### src/rtl/accum_rr_sched.sv
// Round-robin scheduler sharing one accumulator among NREQ burst requesters.
// Each granted burst is summed and presented with its requester id on a valid/ready port.
module accum_rr_sched #(
    parameter int NREQ = 4,
    parameter int DW   = 4,
    parameter int AW   = 8,
    parameter int IDW  = 2
) (
    input  logic               clk,
    input  logic               res,
    input  logic [NREQ-1:0]    req_valid,
    input  logic [NREQ*DW-1:0] req_data,
    input  logic [NREQ-1:0]    req_last,
    output logic [NREQ-1:0]    req_ready,
    output logic               out_valid,
    input  logic               out_ready,
    output logic [AW-1:0]      out_sum,
    output logic [IDW-1:0]     out_id,
    output logic               out_ovf,
    output logic               busy
);

    typedef enum logic [1:0] {S_IDLE, S_GRANT, S_BURST, S_DONE} state_t;

    state_t          state_q, state_d;
    logic [IDW-1:0]  ptr_q, ptr_d;
    logic [IDW-1:0]  gnt_q, gnt_d;
    logic [AW-1:0]   acc_q, acc_d;
    logic            ovf_q, ovf_d;

    logic [DW-1:0]   data_a [NREQ];
    logic [2*NREQ-1:0] dbl_sh;
    logic [NREQ-1:0] rot;
    logic [IDW-1:0]  pick_chain [NREQ+1];
    logic [IDW-1:0]  pick_idx;
    logic            beat;
    logic [AW:0]     sum_ext;

    // rot[o] is the valid of requester (ptr+1+o) mod NREQ, i.e. priority order.
    assign dbl_sh = {req_valid, req_valid} >> ({1'b0, ptr_q} + (IDW+1)'(1));
    assign rot    = dbl_sh[NREQ-1:0];

    // Chain runs from lowest to highest priority so the nearest valid wins.
    assign pick_chain[0] = '0;
    generate
        for (genvar gi = 0; gi < NREQ; gi++) begin : g_pick
            localparam int OFF = NREQ - 1 - gi;
            logic [IDW:0]   raw;
            logic [IDW-1:0] abs_idx;
            assign raw     = {1'b0, ptr_q} + (IDW+1)'(OFF + 1);
            assign abs_idx = (raw >= (IDW+1)'(NREQ)) ? IDW'(raw - (IDW+1)'(NREQ))
                                                     : raw[IDW-1:0];
            assign pick_chain[gi+1] = rot[OFF] ? abs_idx : pick_chain[gi];
        end
        for (genvar gi = 0; gi < NREQ; gi++) begin : g_data
            assign data_a[gi] = req_data[gi*DW +: DW];
        end
    endgenerate
    assign pick_idx = pick_chain[NREQ];

    assign beat    = (state_q == S_BURST) && req_valid[gnt_q];
    assign sum_ext = {1'b0, acc_q} + {{(AW+1-DW){1'b0}}, data_a[gnt_q]};

    always_ff @(posedge clk or posedge res) begin
        if (res) begin
            state_q <= S_IDLE;
            ptr_q   <= IDW'(NREQ - 1);
            gnt_q   <= '0;
            acc_q   <= '0;
            ovf_q   <= 1'b0;
        end else begin
            state_q <= state_d;
            ptr_q   <= ptr_d;
            gnt_q   <= gnt_d;
            acc_q   <= acc_d;
            ovf_q   <= ovf_d;
        end
    end

    always_comb begin
        state_d = state_q;
        case (state_q)
            S_IDLE:  if (|req_valid) state_d = S_GRANT;
            S_GRANT: state_d = S_BURST;
            S_BURST: if (beat && req_last[gnt_q]) state_d = S_DONE;
            S_DONE:  if (out_ready) state_d = S_IDLE;
            default: state_d = S_IDLE;
        endcase
    end

    always_comb begin
        ptr_d = ptr_q;
        gnt_d = gnt_q;
        acc_d = acc_q;
        ovf_d = ovf_q;
        if (state_q == S_IDLE && (|req_valid)) begin
            gnt_d = pick_idx;
            acc_d = '0;
            ovf_d = 1'b0;
        end
        if (beat) begin
            acc_d = sum_ext[AW-1:0];
            ovf_d = ovf_q | sum_ext[AW];
        end
        if (state_q == S_DONE && out_ready) begin
            ptr_d = gnt_q;
        end
    end

    generate
        for (genvar gi = 0; gi < NREQ; gi++) begin : g_ready
            assign req_ready[gi] = (state_q == S_BURST) && (gnt_q == IDW'(gi));
        end
    endgenerate

    always_comb begin
        out_valid = (state_q == S_DONE);
        busy      = (state_q != S_IDLE);
        out_sum   = acc_q;
        out_id    = gnt_q;
        out_ovf   = ovf_q;
    end

endmodule

### config.mk
export PLATFORM = sky130hd
export DESIGN_NAME = accum_rr_sched
export DESIGN_NICKNAME = d
export VERILOG_FILES = /design/src/rtl/accum_rr_sched.sv
export SDC_FILE = /design/constraint.sdc
export NUM_CORES = 1
export LEC_CHECK = 0
export CORE_MARGIN = 1
export CORE_UTILIZATION = 41
export CTS_BUF_LIST = sky130_fd_sc_hd__clkbuf_8
export CTS_CLUSTER_SIZE = 12
export DETAILED_ROUTE_END_ITERATION = 10
export GPL_TIMING_DRIVEN = 0
export PLACE_DENSITY = 0.86
export SLEW_MARGIN = 20
export SYNTH_ARGS = -nofsm -noshare
export SYNTH_HDL_FRONTEND = slang
export SYNTH_SLANG_ARGS = --single-unit
### constraint.sdc
create_clock -name clk -period 2.5 [get_ports clk]
set_input_delay 0.5 -clock clk [delete_from_list [all_inputs] [get_ports clk]]
set_output_delay 0.5 -clock clk [all_outputs]
set_load 0.1 [all_outputs]
[Word-level counts from Yosys, hierarchy flattened]
Index checks and enable logic that the tools add are counted.
Word-level totals
  output and inout bits: 17
  word-level logic and storage cells: 69
  bits in latches: 0
  RAM bits: 0
  ROM bits: 0
  memories: 0
  register bits after elaboration: 15
  bits of input ports: 27
Operators by class
  muxes and demuxes: 23
  shifts and indexed selects: 1
  reductions and logical operators: 14
  multipliers: 0
  bitwise operators: 2
  div/mod/pow operators: 0
  $add $sub $neg: 9
  magnitude comparators: 6
  equality and inequality tests: 9
Operator list (count)
  $mux W2: 11
  $mux W8: 2
  $ge A3 B3 Y1 const B: 5
  $add A8 B4 Y9: 1
  $bmux W4 S2: 1
  $eq A2 B2 Y1 const B: 4
  $logic_and A1 B1 Y1: 8
  $mux W4: 2
  $pmux W2 S4: 1
  $shr A8 B3 Y4: 1
  $sub A2 B1 Y2 const B: 4
  $add A2 B2 Y3 const B: 2
  $bmux W1 S2: 2
  $eq A2 B1 Y1 const B: 2
  $logic_not A2 Y1: 2
  $mux W1: 4
  $ne A2 B1 Y1 const B: 2
  $reduce_bool A2 Y1: 2
  $reduce_or A4 Y1: 1
  $add A2 B1 Y3 const B: 1
  $add A2 B3 Y3 const B: 1
  $lt A2 B3 Y1 const B: 1
  $not A2 Y3: 1
  $reduce_and A3 Y1: 1
  2 further kinds: 2

[Longest topological paths before layout]
  depth after elaboration: 7
  depth in mapped cells: 8

[Worst setup path before layout]
No wires, ideal clock.
  kind: reg2out
  from: register gnt_q[0], in the netlist out_id[0]
  to: output port req_ready[0]
  arrival time: 3.365 ns
  required time: 2.000 ns
  stages on the path, launching flop included: 3
  setup slack: -1.365 ns
  cells stage by stage: dfrtp_1 buf_1 nor3b_1
Between the ends
  cells in the longest elaborated chain, start to end: 2
Ends and longest elaborated chain
  start: declaration: line 27  | logic [IDW-1:0] gnt_q, gnt_d;
  start signal: assignment: line 74  | gnt_q <= gnt_d;
  $logic_not A2 Y1: line 112  | assign req_ready[gi] = (state_q == S_BURST) && (gnt_q == IDW'(gi));
  $logic_and A1 B1 Y1: line 112
  end: declaration: line 14  | output logic [NREQ-1:0] req_ready,
Every way passes these cells.

[Worst setup path in the final report]
  from: register gnt_q[1], in the netlist out_id[1]
  to: output port out_id[1]
RTL lines
  end: declaration: line 18  | output logic [IDW-1:0] out_id,
No word-level cell between the ends.

==> flow_summary_export.csv <==
group,metric,value,unit
final_layout,fin_nets,202,
timing,setup_violations,0,
global_routing,grt_max_degree,16,
timing,report.final.slew_viol_count,0,
floorplan,die_h,55.4,µm
timing,final.min_clock_period,2.45,ns
synth,synth_top_cell_by_area,"dfrtp_1",
final_layout,n_antenna_cell,0,
floorplan,rows,19,
synth,synthTopCellsByCount,"nand2_1, dfrtp_1, inv_1",
synth,yosysWarnings,0,
synth,ys.flop_type,"dfrtp_1",
setup_path,worst_ep_required_time,2.00,ns
setup_path,cp-end-kind,"primary output",
placement,post-place-cells,190,
drt,drt_iter0_drc,34,
synth,async_reset_ff_share,100,%
cts,cts_max_level,1,
synth,yosysMostFrequentCell,"nand2_1",
setup_path,cp_top_family,"buffers and inverters",
timing,maxSlewHeadroom,32.3,%
placement,portBuffers,43,
power_and_ir_drop,peakVddDrop,0.00107,V
cts,clk_pin_slew,0.06,ns
timing,worst_pin_slew,1.01,ns
synth,synth_fp_nets,151,
setup_path,cp_cell_sequence,"clkdlybuf4s50_1",
setup_path,cp_num_buf_inv,1,
run,max_cap_violations,0,
synth,synth_cell_types,41,
timing,final.setup_skew,0.00353,ns
placement,place.gp.congestion,0.856,
floorplan,initial_core_util,42.8,%
placement,hpwl,2520,µm
timing,final-hold-violation-count,0,
drt,dr_total_vias,1128,
power_and_ir_drop,power.density,1290,mW/mm²
setup_path,max_stage_delay,1.18,ns
timing,fmax,0.408,GHz
floorplan,core-area,0.00273,mm²
setup_path,crit_fanout,13,
synth,yosys.area.top_type_share,27.8,%
final_layout,area_delta_synth_final,51.1,%
setup_path,worst_path_max_delay_cell,"clkdlybuf4s50_1",
final_layout,stdcell_count,197,
hold_path,hold_path.class,"register to register",
global_routing,overflow,0,
floorplan,io_pins,44,
global_routing,antenna_found_initial,0,
setup_path,crit_arrival,1.95,ns
synth,yosysSeqAreaShare,32.3,%
cts,clock-root-buffer,"clkbuf_8",
cts,cts_buffers,3,
setup_path,cp-start-kind,"register",
drt,drt_pass1_iterations,4,
outcome,status,"complete, no violations",
drt,routed_wl,3220,µm
cts,clockBufferDepth,2,
final_layout,final_util,64.7,%
global_routing,grt_use_total,21.7,%
global_routing,first_global_vias,1232,
cts,cts_sinks,15,
drt,antenna_left,0,
cts,cts_tree,"done",
synth,synth-seq-cells,15,
synth,synth_edf_count,0,
cts,clk_latency,0.25,ns
drt,wire_per_inst,16.3,µm
synth,syn_area,0.00117,mm²
synth,avgSynthCellArea,10.1,µm²
floorplan,fp.dieW,55.4,µm
timing,period_share,98.1,%
global_routing,grt_pass1_wl,5290,µm
floorplan,dieArea,0.00307,mm²
drt,drc,0,
power_and_ir_drop,power.leakage,0.807,nW
setup_path,worst-setup-path-type,"register to primary output",
final_layout,drive_above_1_share,21.1,%
drt,viasPerCell,5.73,
synth,netlist_top_cells_area,"dfrtp_1, mux4_2, ha_1",
synth,syn-instance-count,116,
-- power breakdown --
group | leakage, nW | internal (mW) | switching (mW)
clock network | 0.0269 | 0.109 | 0.0878
registers | 0.188 | 0.343 | 0.113
logic | 0.592 | 0.598 | 1.04
total | 0.807 | 1.05 | 1.24
-- cell type report --
class	count	area [µm²]
inverter	8	30.0
clock inverter	1	3.75
timing repair buffer	47	477
tap	31	38.8
multi-input combinational	88	749
sequential	15	385
clock buffer	3	41.3
fill	210	966
buffer	4	42.5
-- placed cells by master, fill, tap and decap left out, drive strengths merged, types with 4 or more instances in the layout --
cell type / synthesis / layout
clkdlybuf4s50: 0 / 33
nand2: 17 / 17
dfrtp: 13 / 13
inv: 8 / 9
o21ai: 9 / 9
buf: 5 / 8
ha: 7 / 7
mux4: 6 / 6
dlymetal6s2s: 0 / 5
a21oi: 4 / 4
mux2i: 4 / 4
clkdlybuf4s15: 0 / 4
-- sequential cells by signal, summed over array words and instances, names as in the netlist --
name	flops
out_sum	8
out_id	2
ptr_q	2
state_q	2
out_ovf	1
-- layer usage --
layer	GRT usage [%]	up-vias	share of wire, %
met4	7.86	0	1.4
met5	0	-	0
met1	24.1	549	37
met2	40.6	44	57
met3	4.45	6	4.3
li1	-	529	-
-- worst paths after layout --
kind | start | end | slack (ns) | depth (start not counted)
worst min-delay path | out_sum[7]$_DFFE_PP0P_ | out_sum[7]$_DFFE_PP0P_ | 0.51 | 1
min in group asynchronous | res | state_q[0]$_DFFE_PP0P_ | 0.62 | 2
max in group asynchronous | res | out_id[1]$_DFFE_PP0P_ | 1.43 | 2
worst min register to register | out_sum[7]$_DFFE_PP0P_ | out_sum[7]$_DFFE_PP0P_ | 0.51 | 1
worst max register to register | out_id[0]$_DFFE_PP0P_ | out_sum[6]$_DFFE_PP0P_ | 0.07 | 8
worst max-delay path | out_id[1]$_DFFE_PP0P_ | out_id[1] | 0.05 | 1
-- timing repair --
item	in CTS	in global routing
hold buffers	0	0
pin swaps	0	5
setup buffers	0	4
endpoints found under the setup margin	5	2
endpoints found under the hold margin	0	0
resized for setup	13	6
-- metrics by stage --
stage | hold WS, ns | worst slack (ns) | instance area [µm²] | TNS, ns | total power [mW]
finish | 0.509 | 0.0464 | 1770 | 0 | 2.29
global route | 0.529 | -0.00715 | 1770 | -0.00715 | 2.42
CTS | 0.511 | 0.00682 | 1730 | 0 | 2.25
detailed placement | 0.503 | -0.220 | 1680 | -0.972 | 2.05
global placement | 0.494 | -0.203 | 1680 | -0.668 | 1.98
floorplan | 0.400 | -0.0651 | 1210 | -0.127 | 1.68
-- kinds of logic after synthesis --
group | Yosys count | share of synthesized area [%]
adders and majority gates | 8 | 9.20
muxes | 13 | 18.2
DFF | 15 | 32.3
buffers and inverters | 13 | 5.56
AOI/OAI and AO/OA | 30 | 17.5
xor gates and xnor gates | 3 | 2.25
and+or+nand+nor | 34 | 15.0
No activity file was read; power rests on OpenSTA's default activity.
